`src/rtl/capture.sv`:
```
// capture: packet capture tap.
// On a rising edge of arm, the next packet seen on the sop/eop/valid stream
// is stored in a dual-port RAM (word 0 at address 0), and its length and
// status are reported.
// The host reads the stored words back through a registered read port.
//
// Stream handshake: rx_valid qualifies every beat, including rx_sop,
// rx_eop and rx_data_in. There is no backpressure. The tap only observes
// traffic, so every valid beat is consumed in the cycle it is presented.
//
// Optional feature macro: CAPTURE_MATCH_EN. When it is defined, ports
// match_data and match_mask exist, and the first word of a packet must
// match under the mask before the capture starts.
module capture #(
   parameter int ADDRWIDTH = 5,
   parameter int DATAWIDTH = 16
) (
   input  logic                 clk,
   input  logic                 reset_l,
   input  logic [DATAWIDTH-1:0] rx_data_in,
   input  logic                 rx_sop,
   input  logic                 rx_eop,
   input  logic                 rx_valid,
   input  logic                 arm,
   input  logic [ADDRWIDTH-1:0] rd_addr,
   output logic [DATAWIDTH-1:0] rd_data,
   output logic                 busy,
   output logic                 done,
   output logic [ADDRWIDTH:0]   cap_len,
   output logic                 cap_ovf,
   output logic                 cap_err
`ifdef CAPTURE_MATCH_EN
   ,
   input  logic [DATAWIDTH-1:0] match_data,
   input  logic [DATAWIDTH-1:0] match_mask
`endif
);

   localparam int DEPTH = 1 << ADDRWIDTH;
   // Pointer value meaning "RAM full"; needs the extra pointer bit.
   localparam logic [ADDRWIDTH:0] DEPTH_CNT = (ADDRWIDTH+1)'(DEPTH);

   typedef enum logic [1:0] {
      S_IDLE    = 2'd0,
      S_ARMED   = 2'd1,
      S_CAPTURE = 2'd2,
      S_DONE    = 2'd3
   } state_t;

   state_t                 state, state_nxt;
   logic [ADDRWIDTH:0]     wr_ptr, wr_ptr_nxt;
   logic [ADDRWIDTH:0]     cap_len_nxt;
   logic                   cap_ovf_nxt, cap_err_nxt;
   logic                   arm_old;
   logic                   arm_edge;
   logic                   sop_accept;
   logic                   wr_en;
   logic [ADDRWIDTH-1:0]   wr_addr;
   logic [DATAWIDTH-1:0]   mem [DEPTH];

   assign arm_edge = arm && !arm_old;

`ifdef CAPTURE_MATCH_EN
   assign sop_accept = (((rx_data_in ^ match_data) & match_mask) == '0);
`else
   assign sop_accept = 1'b1;
`endif

   assign busy = (state == S_ARMED) || (state == S_CAPTURE);
   assign done = (state == S_DONE);

   // State, pointer and status registers; reset aborts any capture in progress.
   always_ff @(posedge clk) begin
      if (!reset_l) begin
         state   <= S_IDLE;
         wr_ptr  <= '0;
         cap_len <= '0;
         cap_ovf <= 1'b0;
         cap_err <= 1'b0;
         arm_old <= 1'b0;
      end else begin
         state   <= state_nxt;
         wr_ptr  <= wr_ptr_nxt;
         cap_len <= cap_len_nxt;
         cap_ovf <= cap_ovf_nxt;
         cap_err <= cap_err_nxt;
         arm_old <= arm;
      end
   end

   // Next-state logic, RAM write control and status updates.
   always_comb begin
      state_nxt   = state;
      wr_ptr_nxt  = wr_ptr;
      cap_len_nxt = cap_len;
      cap_ovf_nxt = cap_ovf;
      cap_err_nxt = cap_err;
      wr_en       = 1'b0;
      wr_addr     = '0;

      case (state)
         S_IDLE, S_DONE: begin
            if (arm_edge) begin
               state_nxt   = S_ARMED;
               wr_ptr_nxt  = '0;
               cap_len_nxt = '0;
               cap_ovf_nxt = 1'b0;
               cap_err_nxt = 1'b0;
            end
         end

         S_ARMED: begin
            // Only a start-of-packet beat can open a capture.
            if (rx_valid && rx_sop && sop_accept) begin
               wr_en      = 1'b1;
               wr_addr    = '0;
               wr_ptr_nxt = (ADDRWIDTH+1)'(1);
               if (rx_eop) begin
                  state_nxt   = S_DONE;
                  cap_len_nxt = (ADDRWIDTH+1)'(1);
               end else begin
                  state_nxt = S_CAPTURE;
               end
            end
         end

         S_CAPTURE: begin
            if (rx_valid) begin
               if (rx_sop) begin
                  // A new sop mid-packet restarts the capture from word 0.
                  wr_en       = 1'b1;
                  wr_addr     = '0;
                  wr_ptr_nxt  = (ADDRWIDTH+1)'(1);
                  cap_err_nxt = 1'b1;
                  cap_ovf_nxt = 1'b0;
               end else if (wr_ptr < DEPTH_CNT) begin
                  wr_en      = 1'b1;
                  wr_addr    = wr_ptr[ADDRWIDTH-1:0];
                  wr_ptr_nxt = wr_ptr + (ADDRWIDTH+1)'(1);
               end else begin
                  // RAM is full: drop the word and flag it.
                  cap_ovf_nxt = 1'b1;
               end
               if (rx_eop) begin
                  state_nxt   = S_DONE;
                  // The pointer never passes DEPTH, so the length saturates there.
                  cap_len_nxt = wr_ptr_nxt;
               end
            end
         end

         default: state_nxt = S_IDLE;
      endcase
   end

   // Capture RAM: one write port driven by the FSM and a registered host read port.
   always_ff @(posedge clk) begin
      if (wr_en) begin
         mem[wr_addr] <= rx_data_in;
      end
      rd_data <= mem[rd_addr];
   end

endmodule

```
`config.mk`:
```
export PLATFORM = sky130hd
export DESIGN_NAME = capture
export DESIGN_NICKNAME = d
export VERILOG_FILES = /design/src/rtl/capture.sv
export SDC_FILE = /design/constraint.sdc
export NUM_CORES = 1
export LEC_CHECK = 0
export BUFFER_PORTS_ARGS = -buffer_cell sky130_fd_sc_hd__buf_2
export CORE_MARGIN = 2
export CORE_UTILIZATION = 50
export CTS_CLUSTER_SIZE = 16
export DETAILED_ROUTE_END_ITERATION = 6
export GPL_TIMING_DRIVEN = 0
export HOLD_SLACK_MARGIN = 0.15
export PLACE_DENSITY = 0.69
export SKIP_LAST_GASP = 1
export SYNTH_ARGS = -nofsm -noshare
export SYNTH_HDL_FRONTEND = slang
export SYNTH_SLANG_ARGS = --single-unit
```
`constraint.sdc`:
```
create_clock -name clk -period 2.9 [get_ports clk]
set_clock_uncertainty 0.2 [all_clocks]
set_input_delay 0.435 -clock clk [delete_from_list [all_inputs] [get_ports clk]]
set_output_delay 0.435 -clock clk [all_outputs]
set_load 0.01 [all_outputs]
```
== Word level (Yosys, flattened, before mapping) ==
Memories as Yosys holds them, arrays and structs flattened. A register that Yosys moved wholly into a read port is not among the register bits.
Index checks and enable logic that the tools add are counted.
Word-level totals
  register bits: 17
  memory bits (writable): 512
  bits of input ports: 27
  output and inout port bits: 26
  logic and storage cells: 67
  memories: 1
Memory list
  mem: depth 32, bits a word 16, read ports 1, clocked after Yosys merged registers in 1, wr ports 1, line 59  | logic [DATAWIDTH-1:0] mem [DEPTH];
Operators by class
  add/subtract/negate cells: 1
  $lt $le $gt $ge: 1
  eq/ne operators: 10
  multiplexer cells: 36
  reduce and logical (&&, ||, !) cells: 12
Operators with widths (number)
  $mux W6: 9
  $pmux W6 S3: 2
  $mux W5: 4
  $mux W1: 13
  $reduce_and A4 Y1: 3
  $ne A2 B2 Y1 const B: 5
  $mux W2: 4
  $add A6 B1 Y6 const B: 1
  $lt A6 B6 Y1 const B: 1
  $pmux W1 S2: 3
  $pmux W2 S3: 1
  $reduce_and A5 Y1: 1
  $eq A2 B2 Y1 const B: 2
  $ne A3 B3 Y1 const B: 1
  $reduce_and A3 Y1: 1
  $eq A2 B1 Y1 const B: 1
  $logic_and A1 B1 Y1: 2
  $logic_not A2 Y1: 1
  $ne A2 B1 Y1 const B: 1
  $reduce_bool A2 Y1: 1
  $reduce_or A2 Y1: 1
  $logic_not A1 Y1: 1
  $logic_or A1 B1 Y1: 1

== Depth between registers and ports, before layout ==
Gate-level depths: netlist of the first run.
  depth after elaboration: 7
  depth in mapped cells: 8
  gate-level depth less buffers: 7

== Worst setup path after synthesis of the first run ==
Ideal clock, no wire load.
  kind: reg-to-reg
  from: register state[0]
  to: memory mem[26][0], enable pin
  setup time: 388 ps
  data arrival time: 2319 ps
  required time: 2312 ps
  path slack: -7 ps
  stages on the path, launching flop included: 8
  buffers on the path: 0
  clock period less this slack: 2907 ps
  path through: dfxtp_1 -> inv_1 -> ha_1 -> inv_1 -> nand2_1 -> a21oi_1 -> nand4_2 -> nor2_1
On the way
  longest elaborated chain between the ends: 4
  elaborated cells on any way between the ends: 6
  classes of those cells: 2 x eq/ne; 4 x mux
Ends and longest elaborated chain
  start: declaration: line 50  | state_t state, state_nxt;
  start signal: assignment: line 82  | state <= state_nxt;
  $eq A2 B2 Y1 or $eq A2 B1 Y1 (tied branches): line 101  | case (state)
  $pmux W1 S2: line 101
  $mux W1: line 158  | if (wr_en) begin
  $mux W1 (not written as such): line 159  | mem[wr_addr] <= rx_data_in;
  end: declaration: line 59
Parallel ways exist; a longest one is shown, timed or not.

== Worst setup path after layout of the first run ==
  from: register state[0]
  to: memory mem[10][9], enable pin
Same word-level chain as after synthesis.

==> impl_results.md, run 1 <==
- Status: finished clean
- Die area: about 45000 µm²
- Cell area after layout: ~25000 µm²
- Register area share after synthesis: around three quarters
- Layout area overhead: 17.3%
- Placed cells: around 1900
- Largest family of logic cells by synthesized area: multiplexers
- Placement Cell Area: approximately 23000 µm²
- Core region area: about 42000 µm²
- Largest cells by area after synthesis: edfxtp_1, mux2i_1, dfxtp_1, a22oi_1, a22o_1
- CTS tree: done
- Critical-path top delay cell: dfxtp_1
- Minimum clock period: 2.78 ns
- IO Pins: 53
- Remaining antenna violation count after routing: 0
- Row cnt: 75
- Vias per cell: about 5.9
- Vias in the first global route: 11600
- Total track usage: between 20% and 30%
- PD cells: approximately 680 nW/µm²
- DRT iter0 DRCs: around 1300
- Syn nets: 1292
- Crit end category: register
- Post-Syn Instances: around 1300
- Max Clk Rate: between 0.3 and 0.4 GHz
- H-tree levels: 2
- Synthesized cell area: ~21000 µm²
- R2R Path End: mem[10][9]
- Delay of the slowest cell on the worst path: ~0.35 ns
- Crit start category: register
- Final Hold Fails: 0
- Post-synth top flop: edfxtp_1
- First-pass GRT wire length: approximately 74000 µm
- Synth Area in Simple Gates: 4.50%
- Synth Area in Compound Gates: under 10%
- Fillers: 3040
- Wire length per cell: about 25 µm
- DRC Markers: 0
- CP arrival: around 2.9 ns
- FF-to-FF Start: state[0]
- Share of the synthesized area in the top cell type: a little under three quarters
- Leak: approximately 9 nW
- Layout cells sized above 1: about 20%
- Pin count of the biggest net entering global routing: 33
- Critical path cell sequence: inv_1, ha_2, and2b_1, and3_1, buf_4, nor2b_1, nand2_2, nor2_4, buf_4
- Crit-path max FO: 11
- Crit path kind: reg -> reg
- Final setup fails: 0
- Yosys top cell by area: edfxtp_1
- Height of the chip: between 200 and 250 µm
- Final Worst Setup Slack: 0.119 ns
- Mean Syn Cell Area: 17.0 µm²
- Synth warn: 0
- CTS root buffer: clkbuf_16
- Worst Path Required: 2.99 ns
- Total Wirelength: about 51000 µm
- Final period util: 95.9%
- Sinks on the clock net: roughly 550
- Worst R2R Setup Slack: 0.12 ns
- Die X-Extent: ~210 µm
- N_diodes: 0
- Drt pass-1 iters: 5
- Worst Setup SP: state[0]
- Most frequent cells in the layout: edfxtp_1, mux2i_1, buf_2
- Max IR drop VDD: approximately 0.00047 V
- Worst-margin pin slew: 0.779 ns
- Gr ovfl total: 0
- MaxCap Viol Count: 0
- Max_slew headroom: approximately 48%
- Distinct cells, synth: 44
- Yosys reg bits: around 550
- CTS clk-pin slew, worst paths: 0.06 ns
- EDFF count, synth: 512
- Async SR Flop Fraction: 0%
- Worst min path class: in -> reg
- Hold WS: between 0.15 and 0.2 ns
- Pins Over Slew Limit: 0
- XOR/XNOR Fraction of Synth Area: less than 1%
- Nets@finish: 1456
- RePlAce Congestion: about 0.83
- Clock tree buffer depth: 3
- Critical path's most frequent cell: buf_4
- Commonest non-fill, non-tap cell in the layout: edfxtp_1
- Clk_lat worst skew: a little under 0.6 ns
- Routed via count: around 12000
- DP Worst Slack: -0.857 ns
- Number of port buffers: 49
- Cts bufs inserted: 54
- Crit path capture: mem[10][9]
- Dpl hpwl: 31500 µm
- Initial core utilization: 50.9%
- Final core occ: 59.7%
- Synth Area in Adders: less than 1%
- Finished Layout Cells: around 2000
- Initial antenna violation count: 0
- Reg2reg path depth: 9
- Post-synthesis mux area share: roughly 13%
flip-flops by register name, indices dropped and copies added, names as in the netlist:
| register | cells |
|---|---|
| mem | 512 |
| rd_data | 16 |
| cap_len | 6 |
| wr_ptr | 6 |
| state | 2 |
| arm_old | 1 |
| cap_err | 1 |
| cap_ovf | 1 |
worst max-delay path: cells and delay by family, from the launching register on:
family | cells | cell delay (ns)
and+or+nand+nor | 5 | 1.16
adders and majority gates | 1 | 0.26
DFF | 1 | 0.35
buffers and inverters | 3 | 0.51
power breakdown:
part	switching, mW	internal, mW
combinational	0.880	0.507
sequential	0.0367	8.68
clock	2.91	4.00
total	3.83	13.2
how the worst min path moves through the flow:
stage	startpoint	to	slack, ns	cells past startpoint
after global routing	rx_data_in[15]	mem[10][15]	0.21	1
after global placement	cap_ovf	cap_ovf	0.27	2
final	rx_data_in[15]	mem[4][15]	0.20	1
after CTS	rx_data_in[15]	mem[6][15]	0.17	1
after floorplan	cap_ovf	cap_ovf	0.30	2
after detailed placement	cap_ovf	cap_ovf	0.28	2
stage by stage:
step / power (mW) / TNS, ns
after floorplan: 9.71 / -1.34
after global placement: 10.2 / -360.55
after detailed placement: 10.2 / -166.45
after CTS: 17.1 / -6.51
after global routing: 17.5 / -1.15
final: 17.0 / 0
timing repair:
item | in CTS | in global routing
hold endpoints to repair | 14 | 0
setup endpoints to repair | 437 | 451
pin swaps | 14 | 10
hold buffers | 7 | 0
setup buffers | 17 | 19
resized for setup | 35 | 6
synth_stat cells (all sizes together), types with 20 or more instances:
master	count
nor2	40
edfxtp	512
buf	62
nand3	37
a21oi	37
dfxtp	33
a22oi	64
nand4	20
nor2b	20
nand2	44
mux2i	269
a22o	32
per-layer routing:
| metal | wire length, µm | global-route usage (%) |
|---|---|---|
| met1 | 21100 | 32.9 |
| met2 | 23600 | 35.2 |
| met3 | 4690 | 4.97 |
| met4 | 1600 | 7.97 |
| met5 | 0 | 0 |
area by class of cell:
type | count | area (µm²) | share of cell area [%]
Sequential cell | 545 | 16000 | 63.7
Clock buffer | 62 | 1430 | 5.70
Timing Repair Buffer | 108 | 1010 | 4.03
Tap cell | 539 | 674 | 2.68
Buffer | 74 | 472 | 1.87
Clock inverter | 38 | 338 | 1.34
Inverter | 7 | 26.3 | 0.104
Multi-Input combinational cell | 633 | 5170 | 20.5
logic make-up after synthesis:
group                      after synthesis
and+or+nand+nor                        191
xor gates and xnor gates                 2
DFF                                    545
adders and majority gates                6
muxes                                  269
buffers and inverters                   81
AOI/OAI and AO/OA                      165
(Power assumes the default switching activity.)
==> run 2: changes to the inputs <==
--- a/config.mk
+++ b/config.mk
@@ -6,13 +6,15 @@
 export NUM_CORES = 1
 export LEC_CHECK = 0
 export BUFFER_PORTS_ARGS = -buffer_cell sky130_fd_sc_hd__buf_2
+export CELL_PAD_IN_SITES_DETAIL_PLACEMENT = 2
+export CELL_PAD_IN_SITES_GLOBAL_PLACEMENT = 2
 export CORE_MARGIN = 2
-export CORE_UTILIZATION = 50
+export CORE_UTILIZATION = 43
 export CTS_CLUSTER_SIZE = 16
 export DETAILED_ROUTE_END_ITERATION = 6
 export GPL_TIMING_DRIVEN = 0
 export HOLD_SLACK_MARGIN = 0.15
-export PLACE_DENSITY = 0.69
+export PLACE_DENSITY_LB_ADDON = 0.1
 export SKIP_LAST_GASP = 1
 export SYNTH_ARGS = -nofsm -noshare
 export SYNTH_HDL_FRONTEND = slang
==> impl_results.md, run 2 (same netlist as run 1, synthesis figures left out) <==
- Vias per cell: 5.75 (-2.7%)
- Die area: 51700 µm² (+16%)
- Max IR drop VDD: 0.000490 V (+3.9%)
- Worst R2R Setup Slack: 0.11 ns (about the same)
- Dpl hpwl: 41300 µm (+31%)
- Pin count of the biggest net entering global routing: 33 (unchanged)
- MaxCap Viol Count: 0 (unchanged)
- Gr ovfl total: 0 (unchanged)
- Max_slew headroom: 37.6% (-10 points)
- Crit start category: register
- Initial core utilization: 43.7% (-7.2 points)
- Reg with most FFs: mem
- Final period util: 96.4% (+0.49 points)
- RSZ-0062 raised after global routing: true
- Status: finished clean
- Initial antenna violation count: 4 (+4)
- CP arrival: 2.91 ns (+0.04 ns)
- Largest regs: mem x512, rd_data x16
- Wire length per cell: 31.7 µm (+24%)
- Final Power: 18.1 mW (+6.6%)
- PD cells: 705 nW/µm² (+4.3%)
- Final Hold Fails: 0 (unchanged)
- Layout area overhead: 19.8%
- Clock tree buffer depth: 3 (unchanged)
- Hold path depth: 1 (unchanged)
- Final setup fails: 0 (unchanged)
- Crit path kind: reg -> reg
- R2R Path End: mem[13][9]
- Worst-margin pin slew: 0.936 ns (+0.157 ns)
- Hold endpoint: mem[31][14]
- Pins Over Slew Limit: 0 (unchanged)
- RePlAce Congestion: 0.759 (-8.3%)
- Routed via count: 12400 (+4.5%)
- IO Pins: 53 (unchanged)
- Row cnt: 81 (+8.0%)
- CTS clk-pin slew, worst paths: 0.06 ns (about the same)
- Total track usage: 27.0% (+4.0 points)
- Final core occ: 52.4% (-7.3 points)
- Minimum clock period: 2.79 ns (+0.0142 ns)
- Vias in the first global route: 13400 (+16%)
- Remaining antenna violation count after routing: 0 (unchanged)
- DP Worst Slack: -1.07 ns (-0.218 ns)
- Number of port buffers: 49 (unchanged)
- FF-to-FF Start: state[0]
- Worst Setup SP: state[0]
- CTS tree: done
- Worst min path class: in -> reg
- Max Clk Rate: 0.358 GHz (-0.51%)
- Drt pass-1 iters: 5 (unchanged)
- CTS root buffer: clkbuf_16
- H-tree levels: 2 (unchanged)
- Clk_lat worst skew: 0.63 ns (+0.04 ns)
- Placement Cell Area: 22900 µm² (+1.2%)
- Layout cells sized above 1: 20.8% (+1.0 points)
- First-pass GRT wire length: 97800 µm (+32%)
- Most frequent cells in the layout: edfxtp_1, mux2i_1, buf_2
- Crit end category: register
- DRC Markers: 0 (unchanged)
- Commonest non-fill, non-tap cell in the layout: edfxtp_1
- Core region area: 49100 µm² (+16%)
- Worst Path Required: 3.01 ns (+0.02 ns)
- Leak: 9.14 nW (+2.2%)
- Total Wirelength: 68200 µm (+34%)
- DRT iter0 DRCs: 1054 (-21%)
- Reg2reg path depth: 10 (+1)
- Cell area after layout: 25700 µm² (+2.1%)
- Sinks on the clock net: 545 (unchanged)
- Max reg flops: 512 (unchanged)
- Final Worst Setup Slack: 0.105 ns (-0.0142 ns)
- Crit-path max FO: 13 (+2)
- HP Start: rx_data_in[14]
- Die X-Extent: 227 µm (+7.7%)
- Nets@finish: 1474 (+1.2%)
- Cts bufs inserted: 57 (+5.6%)
- Height of the chip: 227 µm (+7.7%)
==> run 2: cell type report <==
class / count / area [µm²]
timing repair buffer: 123 / 1160
buffer: 74 / 472
sequential: 545 / 16000
antenna: 1 / 2.50
clock inverter: 31 / 410
fill: 4429 / 23400
clock buffer: 77 / 1570
inverter: 7 / 26.3
multi-input combinational: 633 / 5190
tap: 664 / 831
==> run 2: how the worst max path moves through the flow <==
stage                       end  slack (ns)  cells past startpoint
finish               mem[13][9]        0.11                     10
global route         mem[31][0]       -0.03                      8
CTS                  mem[29][9]      -0.002                      9
detailed placement    mem[3][9]       -1.07                      7
global placement    mem[26][12]       -1.12                      7
floorplan            mem[26][0]      -0.007                      7
==> run 2: routing by layer <==
layer | global-route usage (%) | vias up | share of wire, %
met1 | 35.6 | 6576 | 42
li1 | - | 5324 | -
met4 | 9.21 | 2 | 3.2
met3 | 5.37 | 105 | 6.0
met2 | 45.1 | 395 | 49
met5 | 0 | - | 0.019
==> run 2: repair_timing <==
action,4_1_cts,5_1_grt
setup endpoints to repair,505,450
buffers inserted,43,6
pin swaps,23,2
gates resized for setup,33,8
hold buffers,5,0
endpoints found under the hold margin,13,0
==> run 2: worst max-delay path, cell delays in order (launching register included) <==
cell,delay (ns)
dfxtp_1,0.42
inv_1,0.07
ha_2,0.24
and2b_1,0.23
and3_1,0.20
buf_4,0.17
nand2_1,0.18
nand3_4,0.15
buf_4,0.20
nor2_4,0.19
buf_8,0.21
==> run 2: metrics by stage <==
step	cells	hold WS [ns]	TNS [ns]
global route	2154	0.235	-0.406
detailed placement	1992	0.273	-217.86
finish	2155	0.239	0
global placement	1972	0.279	-476.21
floorplan	1259	0.302	-1.34
CTS	2148	0.193	-0.00241
==> run 2: power by group <==
| part | leakage, nW | internal [mW] | switching, mW |
|---|---|---|---|
| Sequential | 4.87 | 8.68 | 0.0420 |
| Combinational | 3.30 | 0.530 | 0.994 |
| Clock | 0.971 | 4.69 | 3.19 |
==> run 3: changes to the inputs <==
--- a/config.mk
+++ b/config.mk
@@ -14,7 +14,7 @@
 export DETAILED_ROUTE_END_ITERATION = 6
 export GPL_TIMING_DRIVEN = 0
 export HOLD_SLACK_MARGIN = 0.15
-export PLACE_DENSITY_LB_ADDON = 0.1
+export PLACE_DENSITY_LB_ADDON = 0.2
 export SKIP_LAST_GASP = 1
 export SYNTH_ARGS = -nofsm -noshare
 export SYNTH_HDL_FRONTEND = slang
==> impl_results.md, run 3 (same netlist as run 1, synthesis figures left out) <==
- Hold WS: 0.216 ns (-0.0231 ns)
- Final period util: 96.5% (about the same)
- Vias per cell: 5.81 (+1.0%)
- RePlAce Congestion: 0.783 (+3.3%)
- HP Start: rd_addr[4]
- Layout area overhead: 18.7%
- CTS tree: done
- Critical-path top delay cell: dfxtp_1
- Worst min path class: in -> reg
- Reg2reg path depth: 9 (-1)
- Clock tree buffer depth: 3 (unchanged)
- Drt pass-1 iters: 5 (unchanged)
- Remaining antenna violation count after routing: 0 (unchanged)
- Die area: 51700 µm² (unchanged)
- Delay of the slowest cell on the worst path: 0.35 ns (-0.07 ns)
- Minimum clock period: 2.80 ns (+0.00276 ns)
- Final Worst Setup Slack: 0.102 ns (-0.00276 ns)
- Clock network power share: 41.7% (-1.8 points)
- Internal: 13.3 mW (-4.1%)
- DP Worst Slack: -1.02 ns (+0.0568 ns)
- Pin count of the biggest net entering global routing: 33 (unchanged)
- Cts bufs inserted: 56 (-1.8%)
- Routed via count: 12400 (+0.25%)
- Clk_lat worst skew: 0.61 ns (-0.02 ns)
- Max Clk Rate: 0.357 GHz (about the same)
- Vias in the first global route: 13700 (+2.0%)
- CTS root buffer: clkbuf_16
- Critical path cell sequence: inv_1, ha_2, and2b_1, and3_1, buf_4, nor2b_2, nand2_2, nor2_2, buf_8
- Power share of the sequential group: 49.6% (+1.5 points)
- Worst-margin pin slew: 0.937 ns (+0.00137 ns)
- Crit end category: register
- Crit start category: register
- Reg with most FFs: mem
- Worst Path Required: 3.02 ns (about the same)
- Nets@finish: 1461 (-0.88%)
- H-tree levels: 2 (unchanged)
- Max_slew headroom: 37.5% (-0.091 points)
- Register area: 16000 µm² (unchanged)
- Worst R2R Setup Slack: 0.10 ns (about the same)
- N_diodes: 0 (-1)
- Final setup fails: 0 (unchanged)
- Max IR drop VDD: 0.000477 V (-2.6%)
- Commonest non-fill, non-tap cell in the layout: edfxtp_1
- DRT iter0 DRCs: 1251 (+19%)
- Initial antenna violation count: 1 (-3)
- Height of the chip: 227 µm (unchanged)
- PD cells: 690 nW/µm² (-2.1%)
- Die X-Extent: 227 µm (unchanged)
- Total track usage: 27.3% (+0.21 points)
- Crit path kind: reg -> reg
- Status: finished clean
- Pins Over Slew Limit: 0 (unchanged)
- Layout cells sized above 1: 20.0% (-0.81 points)
- First-pass GRT wire length: 98300 µm (+0.56%)
- Switching share of power: 24.1% (+0.82 points)
- RSZ-0062 raised after global routing: true
- CP arrival: 2.92 ns (about the same)
- Final Power: 17.6 mW (-3.0%)
- Wire length per cell: 32.5 µm (+2.5%)
- Final Hold Fails: 0 (unchanged)
- DRC Markers: 0 (unchanged)
- Largest regs: mem x512, rd_data x16
- Crit-path max FO: 15 (+2)
- Row cnt: 81 (unchanged)
- Comb power frac: 8.7% (+0.3 points)
- Gr ovfl total: 0 (unchanged)
- Dpl hpwl: 41300 µm (-0.14%)
- Multi-input combinational cell area: 5190 µm² (unchanged)
- CP top delay family: simple AND/OR/NAND/NOR gates
- Initial core utilization: 43.7% (unchanged)
- FF-to-FF Start: state[0]
- Sinks on the clock net: 545 (unchanged)
- Setup TNS: 0 ns (unchanged)
- MaxCap Viol Count: 0 (unchanged)
- Hold endpoint: rd_data[3]
- Total Wirelength: 69400 µm (+1.7%)
- Max reg flops: 512 (unchanged)
- Most frequent cells in the layout: edfxtp_1, mux2i_1, buf_2
- IO Pins: 53 (unchanged)
- Sw Pwr: 4.24 mW (+0.37%)
- Core region area: 49100 µm² (unchanged)
- R2R Path End: mem[10][1]
- Worst path bufs/invs: 3 (-1)
- Leak: 9.02 nW (-1.3%)
- Fillers: 4437 (+0.18%)
- Number of port buffers: 49 (unchanged)
- Hold path depth: 3 (+2)
- CTS clk-pin slew, worst paths: 0.06 ns (about the same)
[run 3: worst max-delay path by stage]
stage,startpoint,to,slack (ns),cells after the start
6_report,state[0],mem[10][1],0.10,9
5_1_grt,state[0],mem[10][1],0.002,9
4_1_cts,state[0],mem[9][14],0.00009,9
3_5_place_dp,state[0],mem[14][12],-1.02,7
3_3_place_gp,state[0],mem[19][10],-1.06,7
2_1_floorplan,state[0],mem[26][0],-0.007,7
[run 3: worst min-delay path, delay by kind of cell]
| kind | cells | cell delay, ns |
|---|---|---|
| buffers and inverters | 1 | 0.18 |
| and+or+nand+nor | 2 | 0.31 |
[run 3: timing repair]
item / in CTS / in global routing
endpoints found under the setup margin: 506 / 451
pin swaps: 23 / 4
setup buffers: 34 / 7
gates resized for setup: 41 / 6
hold buffers: 5 / 0
hold endpoints to repair: 14 / 0
[run 3: power by group through the flow]
stage	Combinational, mW	Clock [mW]	Sequential, mW
finish	1.53	7.33	8.72
global route	1.64	7.69	8.72
CTS	1.49	7.37	8.72
detailed placement	1.43	0	8.89
global placement	1.35	0	8.88
floorplan	0.810	0	8.90
[run 3: per-layer routing]
metal / wire [µm] / part of all wire (%) / GRT usage [%] / vias to the layer above
met2: 34800 / 50 / 46.4 / 464
met3: 4510 / 6.5 / 5.64 / 117
li1: - / - / - / 5300
met4: 2350 / 3.4 / 9.04 / 2
met1: 27700 / 40 / 34.9 / 6550
met5: 13 / 0.019 / 0 / -
[run 3: metrics by stage]
| stage | area (µm²) | cells | util (%) |
|---|---|---|---|
| 6_report | 25500 | 2139 | 51.9 |
| 5_1_grt | 25500 | 2139 | 51.9 |
| 4_1_cts | 25300 | 2132 | 51.7 |
| 3_5_place_dp | 22800 | 1988 | 46.5 |
| 3_3_place_gp | 22500 | 1972 | 45.9 |
| 2_1_floorplan | 21400 | 1259 | - |
[run 3: cell type report]
cell class                      count  share of cell area [%]
Sequential cell                   545                    63.0
Tap cell                          664                    3.26
Buffer                             74                    1.85
Multi-Input combinational cell    633                    20.4
Clock buffer                       68                    5.76
Inverter                            7                   0.103
Clock inverter                     37                    1.32
Timing Repair Buffer              111                    4.33
